==> config.mk <==
export PLATFORM = sky130hd
export DESIGN_NAME = coprime_sched_flat
export DESIGN_NICKNAME = d
export VERILOG_FILES = /design/src/rtl/coprime_if.sv /design/src/rtl/coprime_sched.sv /design/src/flat_wrapper.sv
export SDC_FILE = /design/constraint.sdc
export NUM_CORES = 1
export LEC_CHECK = 0
export CAP_MARGIN = 20
export CORE_MARGIN = 3
export CORE_UTILIZATION = 56
export DETAILED_ROUTE_END_ITERATION = 8
export PLACE_DENSITY = 0.82
export SLEW_MARGIN = 0
export SYNTH_ARGS = -nofsm -noshare
export SYNTH_HDL_FRONTEND = slang
export SYNTH_SLANG_ARGS = --single-unit
==> constraint.sdc <==
create_clock -name clk -period 10.5 [get_ports clk]
set_input_delay 2.1 -clock clk [delete_from_list [all_inputs] [get_ports clk]]
set_output_delay 2.1 -clock clk [all_outputs]
set_load 0.1 [all_outputs]
==> src/rtl/coprime_if.sv <==
// coprime_if: request/response bundle between two requesters,
// the shared GCD engine and the result consumer.
interface coprime_if #(
  parameter int WIDTH = 32
);
  logic             req0_valid;
  logic             req0_ready;
  logic [WIDTH-1:0] req0_a;
  logic [WIDTH-1:0] req0_b;
  logic             req1_valid;
  logic             req1_ready;
  logic [WIDTH-1:0] req1_a;
  logic [WIDTH-1:0] req1_b;
  logic             rsp_valid;
  logic             rsp_ready;
  logic             rsp_id;
  logic [WIDTH-1:0] rsp_gcd;
  logic             rsp_coprime;
  logic             busy;

  modport master (
    output req0_valid, req0_a, req0_b,
    output req1_valid, req1_a, req1_b,
    output rsp_ready,
    input  req0_ready, req1_ready,
    input  rsp_valid, rsp_id, rsp_gcd,
    input  rsp_coprime, busy
  );

  modport slave (
    input  req0_valid, req0_a, req0_b,
    input  req1_valid, req1_a, req1_b,
    input  rsp_ready,
    output req0_ready, req1_ready,
    output rsp_valid, rsp_id, rsp_gcd,
    output rsp_coprime, busy
  );
endinterface

==> src/rtl/coprime_sched.sv <==
// coprime_sched: round-robin front end for two requesters
// sharing one iterative binary-GCD (Stein) engine.
module coprime_sched #(
  parameter int WIDTH = 32
) (
  input logic      clk,
  input logic      rst,
  coprime_if.slave bus
);
  localparam int KW = $clog2(WIDTH + 1);

  typedef enum logic [1:0] {
    S_IDLE,
    S_RUN,
    S_DONE
  } state_t;

  state_t           r_state;
  logic [WIDTH-1:0] r_a;
  logic [WIDTH-1:0] r_b;
  logic [WIDTH-1:0] r_gcd;
  logic [KW-1:0]    r_k;
  logic             r_id;
  logic             r_last;
  logic             r_rsp_valid;
  logic             r_cop;

  logic             w_g0;
  logic             w_g1;
  logic [WIDTH-1:0] w_ab;
  logic [WIDTH-1:0] w_ba;
  logic [WIDTH-1:0] w_or;
  logic [WIDTH-1:0] w_sh;

  assign w_ab = r_a - r_b;
  assign w_ba = r_b - r_a;
  assign w_or = r_a | r_b;
  assign w_sh = r_a << r_k;

  // On contention the requester not granted last time wins.
  always_comb begin
    w_g0 = 1'b0;
    w_g1 = 1'b0;
    if (r_state == S_IDLE) begin
      if (bus.req0_valid && bus.req1_valid) begin
        w_g0 = r_last;
        w_g1 = !r_last;
      end else begin
        w_g0 = bus.req0_valid;
        w_g1 = bus.req1_valid;
      end
    end
  end

  always_ff @(posedge clk or posedge rst) begin
    if (rst) begin
      r_state     <= S_IDLE;
      r_a         <= '0;
      r_b         <= '0;
      r_gcd       <= '0;
      r_k         <= '0;
      r_id        <= 1'b0;
      r_last      <= 1'b1;
      r_rsp_valid <= 1'b0;
      r_cop       <= 1'b0;
    end else begin
      case (r_state)
        S_IDLE: begin
          if (w_g0 || w_g1) begin
            r_a     <= w_g1 ? bus.req1_a : bus.req0_a;
            r_b     <= w_g1 ? bus.req1_b : bus.req0_b;
            r_k     <= '0;
            r_id    <= w_g1;
            r_last  <= w_g1;
            r_state <= S_RUN;
          end
        end
        S_RUN: begin
          if (r_a == '0 || r_b == '0) begin
            r_gcd       <= w_or;
            r_cop       <= (w_or == WIDTH'(1));
            r_rsp_valid <= 1'b1;
            r_state     <= S_DONE;
          end else if (r_a == r_b) begin
            r_gcd       <= w_sh;
            r_cop       <= (w_sh == WIDTH'(1));
            r_rsp_valid <= 1'b1;
            r_state     <= S_DONE;
          end else if (!r_a[0] && !r_b[0]) begin
            r_a <= r_a >> 1;
            r_b <= r_b >> 1;
            r_k <= r_k + KW'(1);
          end else if (!r_a[0]) begin
            r_a <= r_a >> 1;
          end else if (!r_b[0]) begin
            r_b <= r_b >> 1;
          end else if (r_a > r_b) begin
            r_a <= w_ab >> 1;
          end else begin
            r_b <= w_ba >> 1;
          end
        end
        S_DONE: begin
          if (bus.rsp_ready) begin
            r_rsp_valid <= 1'b0;
            r_state     <= S_IDLE;
          end
        end
        default: r_state <= S_IDLE;
      endcase
    end
  end

  assign bus.req0_ready  = w_g0;
  assign bus.req1_ready  = w_g1;
  assign bus.rsp_valid   = r_rsp_valid;
  assign bus.rsp_id      = r_id;
  assign bus.rsp_gcd     = r_gcd;
  assign bus.rsp_coprime = r_cop;
  assign bus.busy        = (r_state != S_IDLE);
endmodule
==> src/flat_wrapper.sv <==
// flat-port wrapper written by rule: the top's interface ports become plain ports
module coprime_sched_flat 
#(
  parameter int WIDTH = 32
)
  (clk, rst, bus_req0_valid, bus_req0_a, bus_req0_b, bus_req1_valid, bus_req1_a, bus_req1_b, bus_rsp_ready, bus_req0_ready, bus_req1_ready, bus_rsp_valid, bus_rsp_id, bus_rsp_gcd, bus_rsp_coprime, bus_busy);
  coprime_if #(.WIDTH(WIDTH)) bus_i ();
  input logic clk;
  input logic rst;
  input wire logic [$bits(bus_i.req0_valid)-1:0] bus_req0_valid;
  input wire logic [$bits(bus_i.req0_a)-1:0] bus_req0_a;
  input wire logic [$bits(bus_i.req0_b)-1:0] bus_req0_b;
  input wire logic [$bits(bus_i.req1_valid)-1:0] bus_req1_valid;
  input wire logic [$bits(bus_i.req1_a)-1:0] bus_req1_a;
  input wire logic [$bits(bus_i.req1_b)-1:0] bus_req1_b;
  input wire logic [$bits(bus_i.rsp_ready)-1:0] bus_rsp_ready;
  output wire logic [$bits(bus_i.req0_ready)-1:0] bus_req0_ready;
  output wire logic [$bits(bus_i.req1_ready)-1:0] bus_req1_ready;
  output wire logic [$bits(bus_i.rsp_valid)-1:0] bus_rsp_valid;
  output wire logic [$bits(bus_i.rsp_id)-1:0] bus_rsp_id;
  output wire logic [$bits(bus_i.rsp_gcd)-1:0] bus_rsp_gcd;
  output wire logic [$bits(bus_i.rsp_coprime)-1:0] bus_rsp_coprime;
  output wire logic [$bits(bus_i.busy)-1:0] bus_busy;
  assign bus_i.req0_valid = bus_req0_valid;
  assign bus_i.req0_a = bus_req0_a;
  assign bus_i.req0_b = bus_req0_b;
  assign bus_i.req1_valid = bus_req1_valid;
  assign bus_i.req1_a = bus_req1_a;
  assign bus_i.req1_b = bus_req1_b;
  assign bus_i.rsp_ready = bus_rsp_ready;
  assign bus_req0_ready = bus_i.req0_ready;
  assign bus_req1_ready = bus_i.req1_ready;
  assign bus_rsp_valid = bus_i.rsp_valid;
  assign bus_rsp_id = bus_i.rsp_id;
  assign bus_rsp_gcd = bus_i.rsp_gcd;
  assign bus_rsp_coprime = bus_i.rsp_coprime;
  assign bus_busy = bus_i.busy;
  coprime_sched #(.WIDTH(WIDTH)) u_core (.clk(clk), .rst(rst), .bus(bus_i));
endmodule
* Word level (Yosys, flattened, before mapping) *
Index checks and enable logic that the tools add are counted.

word-level totals
  register bits = 108
  output and inout bits = 38

cells by class
  bitwise gates (word level) = 1
  shift operators = 1
  reductions and logical operators = 23
  $add $sub $neg = 3
  order comparisons = 1
  equal/unequal tests = 15
  muxes and demuxes = 40

operators by type and width
  cell                 count
  $mux 32              18
  $pmux 32 s2          2
  $eq 32x1->1 const B  2
  $logic_not 32->1     2
  $sub 32x32->32       2
  $eq 32x32->1         1
  $gt 32x32->1         1
  $or 32x32->32        1
  $shl 32x6->32        1
  $mux 6               4
  $ne 4x4->1 const B   3
  $pmux 6 s2           1
  $reduce_and 6->1     2
  $reduce_and 5->1     2
  $mux 1               9
  $mux 2               4
  $ne 2x2->1 const B   4
  $reduce_bool 2->1    4
  $add 6x1->6 const B  1
  $ne 3x1->1 const B   2
  $pmux 2 s3           1
  $reduce_and 3->1     2
  $reduce_and 2->1     2
  $reduce_and 4->1     1
  8 further kinds      12

* Depth between registers and ports, before layout *
Gate-level depths: netlist of run 1.

  depth after elaboration = 8
  gate-level depth with buffers = 16
  mapped depth without buffers = 13

* Worst setup path before layout of run 1 *
Ideal clock, no wire load.

  kind = in2out
  start = input bus_req1_valid
  end = output bus_req1_ready
  cell stages on the path = 5
  data required time = 8400 ps
  arrival time = 3671 ps
  buffers on the path = 2
  slack = 4729 ps
  path through = nand2_1 > a21o_1 > inv_1 > clkbuf_1 > clkbuf_1

between the ends
  longest elaborated chain between the ends = 3

RTL lines
  item                RTL line             RTL
  start: declaration  flat_wrapper.sv:13   input wire logic [$bits(bus_i.req1_valid)-1:0] bus_req1_valid;
  $logic_and 1x1->1   coprime_sched.sv:45  if (bus.req0_valid && bus.req1_valid) begin
  $mux 1 (*)          coprime_sched.sv:45
  $mux 1 (*)          coprime_sched.sv:44  if (r_state == S_IDLE) begin
  end: declaration    flat_wrapper.sv:18   output wire logic [$bits(bus_i.req1_ready)-1:0] bus_req1_ready;

Mark *: on every way between the ends. The rest lies on a longest branch, timed or not.

* Worst setup path in the final report of run 1 *
Same ends and word-level chain as after synthesis.

==> results of run 1 <==
-- routing by layer --
layer  wire length [um]  GRT usage  part of all wire  vias up
li1                   -          -                 -     6008
met1              19080     0.5521              0.42     6141
met2              19390     0.5941              0.42      871
met3               5545     0.1029              0.12      119
met4               1608     0.1328             0.035        0
met5                  0          0                 0        -
-- cells by family (layout without fill, tap and decap cells) --
group / Yosys count / after routing / synth area share
buffers and inverters: 229 / 320 / 0.07495
AO/OA/AOI/OAI: 527 / 527 / 0.2822
adder cells (fa/ha/maj): 101 / 101 / 0.1085
AND/OR/NAND/NOR: 565 / 565 / 0.2152
XOR/XNOR: 62 / 62 / 0.04608
flip-flops: 108 / 108 / 0.2294
multiplexers: 47 / 47 / 0.04363
-- final timing paths --
check	start	to
min reg2reg	u_core.bus.rsp_gcd[26]	u_core.bus.rsp_gcd[26]
max	bus_req1_valid	bus_req1_ready
min	u_core.bus.rsp_gcd[26]	u_core.bus.rsp_gcd[26]
max reg2reg	u_core.r_b[27]	u_core.bus.rsp_coprime
max in group asynchronous	rst	u_core.r_b[24]
min in group asynchronous	rst	u_core.bus.rsp_gcd[29]
-- per-stage QoR --
step | setup WS [ns] | utilization
after detailed placement | 3.891 | 0.6618
after floorplan | 4.729 | -
after global routing | 3.830 | 0.6770
final | 3.882 | 0.6770
after CTS | 3.886 | 0.6770
after global placement | 3.912 | 0.6618
-- worst register-to-register path, cell delays in order (launching register included) --
cell	delay [ns]
dfrtp_1	0.51
inv_1	0.23
ha_1	0.49
or4_4	0.62
or3_4	0.42
nor4_4	0.34
nor2b_2	0.15
nand2b_4	0.45
a311oi_2	0.44
o21ai_1	0.11
nor4_1	0.50
nand4_1	0.22
o31ai_2	0.20
-- flip-flops by register name (all words and copies together) (netlist names) --
signal,cells
u_core.bus.rsp_gcd,32
u_core.r_last,1
u_core.r_state,2
u_core.bus.rsp_valid,1
u_core.r_b,32
u_core.bus.rsp_id,1
u_core.r_k,6
u_core.bus.rsp_coprime,1
u_core.r_a,32
-- cell usage in the layout, fill, tap and decap left out, drive strengths merged, types with 5 or more instances in the layout --
cell           instances
nand2b                23
and3                   5
a22oi                  6
nor4                  26
buf                   14
and2                   6
nor2                 143
o31ai                 12
dfrtp                107
nand3                 26
nand2                258
a21boi                 5
ha                    99
a221oi                56
o211ai                11
clkinv                 5
o22a                   6
o311ai                 6
xor2                   9
o21bai                18
xnor2                 53
clkdlybuf4s50        170
nand4                 16
a211oi                 7
or4                    5
a31oi                 24
nor2b                 15
clkbuf                 9
o21ai                158
o21a                   6
or3                    5
mux2i                 39
mux2                   5
nor3                  22
a21oi                116
a21o                   7
inv                  119
o22ai                 59
-- layout make-up --
type	count	area [um^2]
Clock buffer	9	225.2
Clock inverter	7	85.08
Fill cell	1785	6599
Inverter	120	452.9
Multi-Input combinational cell	1302	8219
Sequential cell	108	2704
Tap cell	270	337.8
Timing Repair Buffer	184	1807
==> out/qor.yml, run 1 <==
setup_path:
  worst-r2r-cell-count: 12
  crit_cells: 6
  path_cells: "clkdlybuf4s50_1 > nand2_1 > a21o_2 > buf_4 > inv_2 > clkdlybuf4s50_1"
  crit_path_max_fanout: 65
  worst-path-buf-inv: 4
  crit_family: "buffers and inverters"
  critPathKind: "in2out"
  cp_common_cell: "clkdlybuf4s50_1"
  end_kind: "output pin"
  crit_slowest_cell: "clkdlybuf4s50_1"
  max_stage_delay_ns: 1.13
  cp.required_ns: 8.40
  rrSetupSlack_ns: 5.73
  crit_arrival_ns: 4.52
  startpoint_type: "input pin"
floorplanning:
  core_um2: 20430
  design.portCount: 171
  start_util: 0.5769
  die_area_um2: 22820
  rows: 52
  die_x_um: 151.1
  die_h_um: 151.1
drt:
  final_antenna_net_count: 0
  viasPerCell: 6.570
  routedWlPerCell_um: 22.81
  drcViolationCount: 0
  via_count: 13140
  first_iter_violations: 1672
  finalWirelength_mm: 45.62
  dr.pass1.iters: 8
synthesis:
  syn-num-nets: 1873
  synth_edf_count: 0
  ys_top_cells_by_area: "dfrtp_1 23%, ha_1 11%, nand2_1 8.2%"
  synthFlopType: "dfrtp_1"
  syn_area_um2: 11790
  ys_seq_area_frac: 0.2294
  synthDominantAreaCellType: "dfrtp_1"
  ys_types: 76
  async_flop_share: 1.000
  synth.most_common_cell: "nand2_1"
  yosysWarnings: 0
  synthTopCellsByCount: "258 x nand2_1, 155 x o21ai_0, 143 x nor2_1"
  syn_area_per_cell_um2: 7.190
  synth_cells: 1639
  netlist.area_leader.share: 0.2272
  ys_seq_elements: 108
sta:
  hold_violations: 0
  rsz0062_at_grt: "no"
  tightest_slew_ns: 1.050
  fmax_mhz: 151.1
  finalCriticalPeriod_ns: 6.618
  hold_ws_ns: 0.4818
  relSlewSlack: 0.2979
  clock_skew_ns: 0.01372
  setup_viol: 0
  final.setup.tns_ns: 0
  report.final.slew_viol_count: 0
  fin_crit_sh: 0.6303
global_route:
  grt_max_degree: 67
  grt_pass1_wl_mm: 69.59
  track_usage: 0.3950
  grt_pass1_vias: 12210
  overflow: 0
  antenna_found_initial: 0
hold_path:
  min_path_type: "reg2reg"
  holdPathStages: 2
clock_tree:
  clk_pin_slew_worst_paths_ns: 0.08
  cts_setup_buffers: 0
  cts_root_buffer: "clkbuf_16"
  clkLatencyLatePin_ns: 0.37
  ctsResizeCount: 0
  cts_inserted_buffers: 9
  cts_tree: "done"
  hold_buffers: 0
  h-tree-depth: 3
  clock_path_buffers: 2
  clock-sinks: 108
finish:
  fin_area_um2: 13830
  layout-area-overhead-vs-synth_pct: 17.36
  fin_nets: 1959
  drive_gt1_frac: 0.03468
  final_cells: 2000
  diodes: 0
placed_design:
  place_inst: 1984
  dp_hpwl_mm: 35.42
  port_buffers: 170
  routabilityCongestion: 1.047
  place_area_um2: 13520
outcome:
  status: "finished clean"
run:
  maxCapViolations: 0
Power of run 1 is not shown: default switching activity piles up to over one toggle a cycle in this logic, so the estimate is an artifact.
==> run 2: changes to the inputs <==
==> constraint.sdc (replaced) <==
create_clock -name clk -period 6.6 [get_ports clk]
set_input_delay 1.32 -clock clk [delete_from_list [all_inputs] [get_ports clk]]
set_output_delay 1.32 -clock clk [all_outputs]
set_load 0.1 [all_outputs]
==> out/qor.yml, run 2 (synthesis results as in run 1) <==
sta:
  clock_skew_ns: 0.008496  # -0.005227 ns
  rsz0062_at_grt: "no"
  setup_viol: 0  # unchanged
  hold_violations: 0  # unchanged
  final.setup.tns_ns: 0  # unchanged
  report.final.slew_viol_count: 0  # unchanged
  fin_crit_sh: 0.6962
  tightest_slew_ns: 1.034  # -0.01595 ns
  relSlewSlack: 0.3107  # +0.01283
  setup_ws_ns: 2.005  # -1.877 ns
  finalCriticalPeriod_ns: 4.595
  fmax_mhz: 217.6
finish:
  drive_gt1_frac: 0.03582  # +0.001135
  layout-area-overhead-vs-synth_pct: 17.34  # about the same
  diodes: 0  # unchanged
  fin_nets: 1961  # +0.10%
  final_cells: 2001  # +0.050%
  layout_commonest_cell: "nand2_1"
  final_cell_mix: "258 x nand2_1, 169 x clkdlybuf4s50_1, 155 x o21ai_0, 142 x nor2_1, 116 x a21oi_1"
  post-route-util: 0.6769  # about the same
outcome:
  status: "finished clean"
drt:
  met2_length_mm: 19.21  # -0.90%
  route.met3.wl_mm: 5.937  # +7.1%
  drcViolationCount: 0  # unchanged
  final_antenna_net_count: 0  # unchanged
  viasPerCell: 6.603  # +0.51%
  first_iter_violations: 1536  # -8.1%
  routedWlPerCell_um: 22.92  # +0.47%
  wl_met1_mm: 18.55  # -2.8%
  via_count: 13210  # +0.56%
  finalWirelength_mm: 45.86  # +0.52%
  dr.pass1.iters: 6  # -2
  highest-signal-layer: "met4"
placed_design:
  port_buffers: 170  # unchanged
  place_inst: 1985  # +0.050%
  routabilityCongestion: 1.075  # +2.7%
  dp_slack_ns: 1.767  # -2.124 ns
  dp_hpwl_mm: 35.76  # +0.95%
global_route:
  track_usage: 0.3976  # +0.002583
  antenna_found_initial: 0  # unchanged
  grt_max_degree: 67  # unchanged
  overflow: 0  # unchanged
  grt_pass1_wl_mm: 69.90  # +0.45%
  grt_pass1_vias: 12260  # +0.38%
floorplanning:
  start_util: 0.5769  # unchanged
  core_um2: 20430  # unchanged
  rows: 52  # unchanged
  die_h_um: 151.1  # unchanged
  die_x_um: 151.1  # unchanged
  die_area_um2: 22820  # unchanged
  design.portCount: 171  # unchanged
hold_path:
  min_from: "u_core.bus.rsp_gcd[16]"
  min_path_type: "reg2reg"
  whs_endpoint: "u_core.bus.rsp_gcd[16]"
  holdPathStages: 2  # unchanged
setup_path:
  crit_path_max_fanout: 13  # -80%
  crit_arrival_ns: 4.84  # +0.32 ns
  worst-path-buf-inv: 1  # -3
  cp.required_ns: 6.85  # -1.55 ns
  crit_slowest_cell: "nor2_1"
  path_cells: "inv_1 > ha_1 > nand2b_1 > a21oi_1 > o21ai_0 > nand3_1 > a21oi_1 > nand4_1 > and2_1 > nor2_1 > a22oi_1 > a221oi_1"
  r2r-end: "u_core.r_b[19]"
  critPathKind: "reg2reg"
  cp_common_cell: "a21oi_1"
  crit_family: "simple AND/OR/NAND/NOR gates"
  max_stage_delay_ns: 0.75  # -0.38 ns
  startpoint_type: "register"
  worstReg2RegStart: "u_core.r_b[25]"
  rrSetupSlack_ns: 2.00  # -3.73 ns
  end_kind: "register"
  worst-r2r-cell-count: 12  # unchanged
clock_tree:
  clock-sinks: 108  # unchanged
  cts_tree: "done"
  cts_inserted_buffers: 9  # unchanged
  clkLatencyLatePin_ns: 0.37  # about the same
  h-tree-depth: 3  # unchanged
  cts_root_buffer: "clkbuf_16"
  clk_pin_slew_worst_paths_ns: 0.08  # about the same
  hold_buffers: 0  # unchanged
  cts_setup_buffers: 0  # unchanged
  clock_path_buffers: 2  # unchanged
  ctsResizeCount: 0  # unchanged
run:
  maxCapViolations: 0  # unchanged
[run 2: worst max path at each step]
stage / start / endpoint / slack [ns] / depth (start not counted)
finish: u_core.r_b[25] / u_core.r_b[19] / 2.00 / 12
global route: u_core.r_b[25] / u_core.r_b[22] / 1.73 / 12
CTS: u_core.r_b[28] / u_core.r_a[9] / 1.98 / 13
detailed placement: bus_req1_valid / u_core.r_a[10] / 1.77 / 9
global placement: bus_req1_valid / u_core.r_a[5] / 1.95 / 9
floorplan: bus_req1_valid / bus_req1_ready / 2.39 / 5
[run 2: per-stage QoR]
stage               hold WS (ns)  cell area (um^2)
global route              0.5007             13830
global placement          0.4599             13530
floorplan                 0.4704             11790
detailed placement        0.4695             13530
finish                    0.4797             13830
CTS                       0.4868             13800
[run 2: cell type report]
cell class / count / area (um^2)
Timing Repair Buffer: 186 / 1839
Tap cell: 270 / 337.8
Clock buffer: 9 / 225.2
Multi-Input combinational cell: 1302 / 8219
Fill cell: 1788 / 6601
Sequential cell: 108 / 2704
Inverter: 120 / 452.9
Clock inverter: 6 / 50.05
[run 2: worst register-to-register path, stage by stage (launching register included)]
cell	delay, ns
dfrtp_1	0.59
inv_1	0.13
ha_1	0.52
nand2b_1	0.16
a21oi_1	0.06
o21ai_0	0.40
nand3_1	0.15
a21oi_1	0.45
nand4_1	0.27
and2_1	0.45
nor2_1	0.75
a22oi_1	0.16
a221oi_1	0.37
[run 2: metal layers]
layer / up-vias / GRT usage
met2: 955 / 0.5905
met1: 6115 / 0.5446
met3: 142 / 0.1074
met4: 0 / 0.1700
met5: - / 0
li1: 6001 / -
Power of run 2 is left out for the same reason.
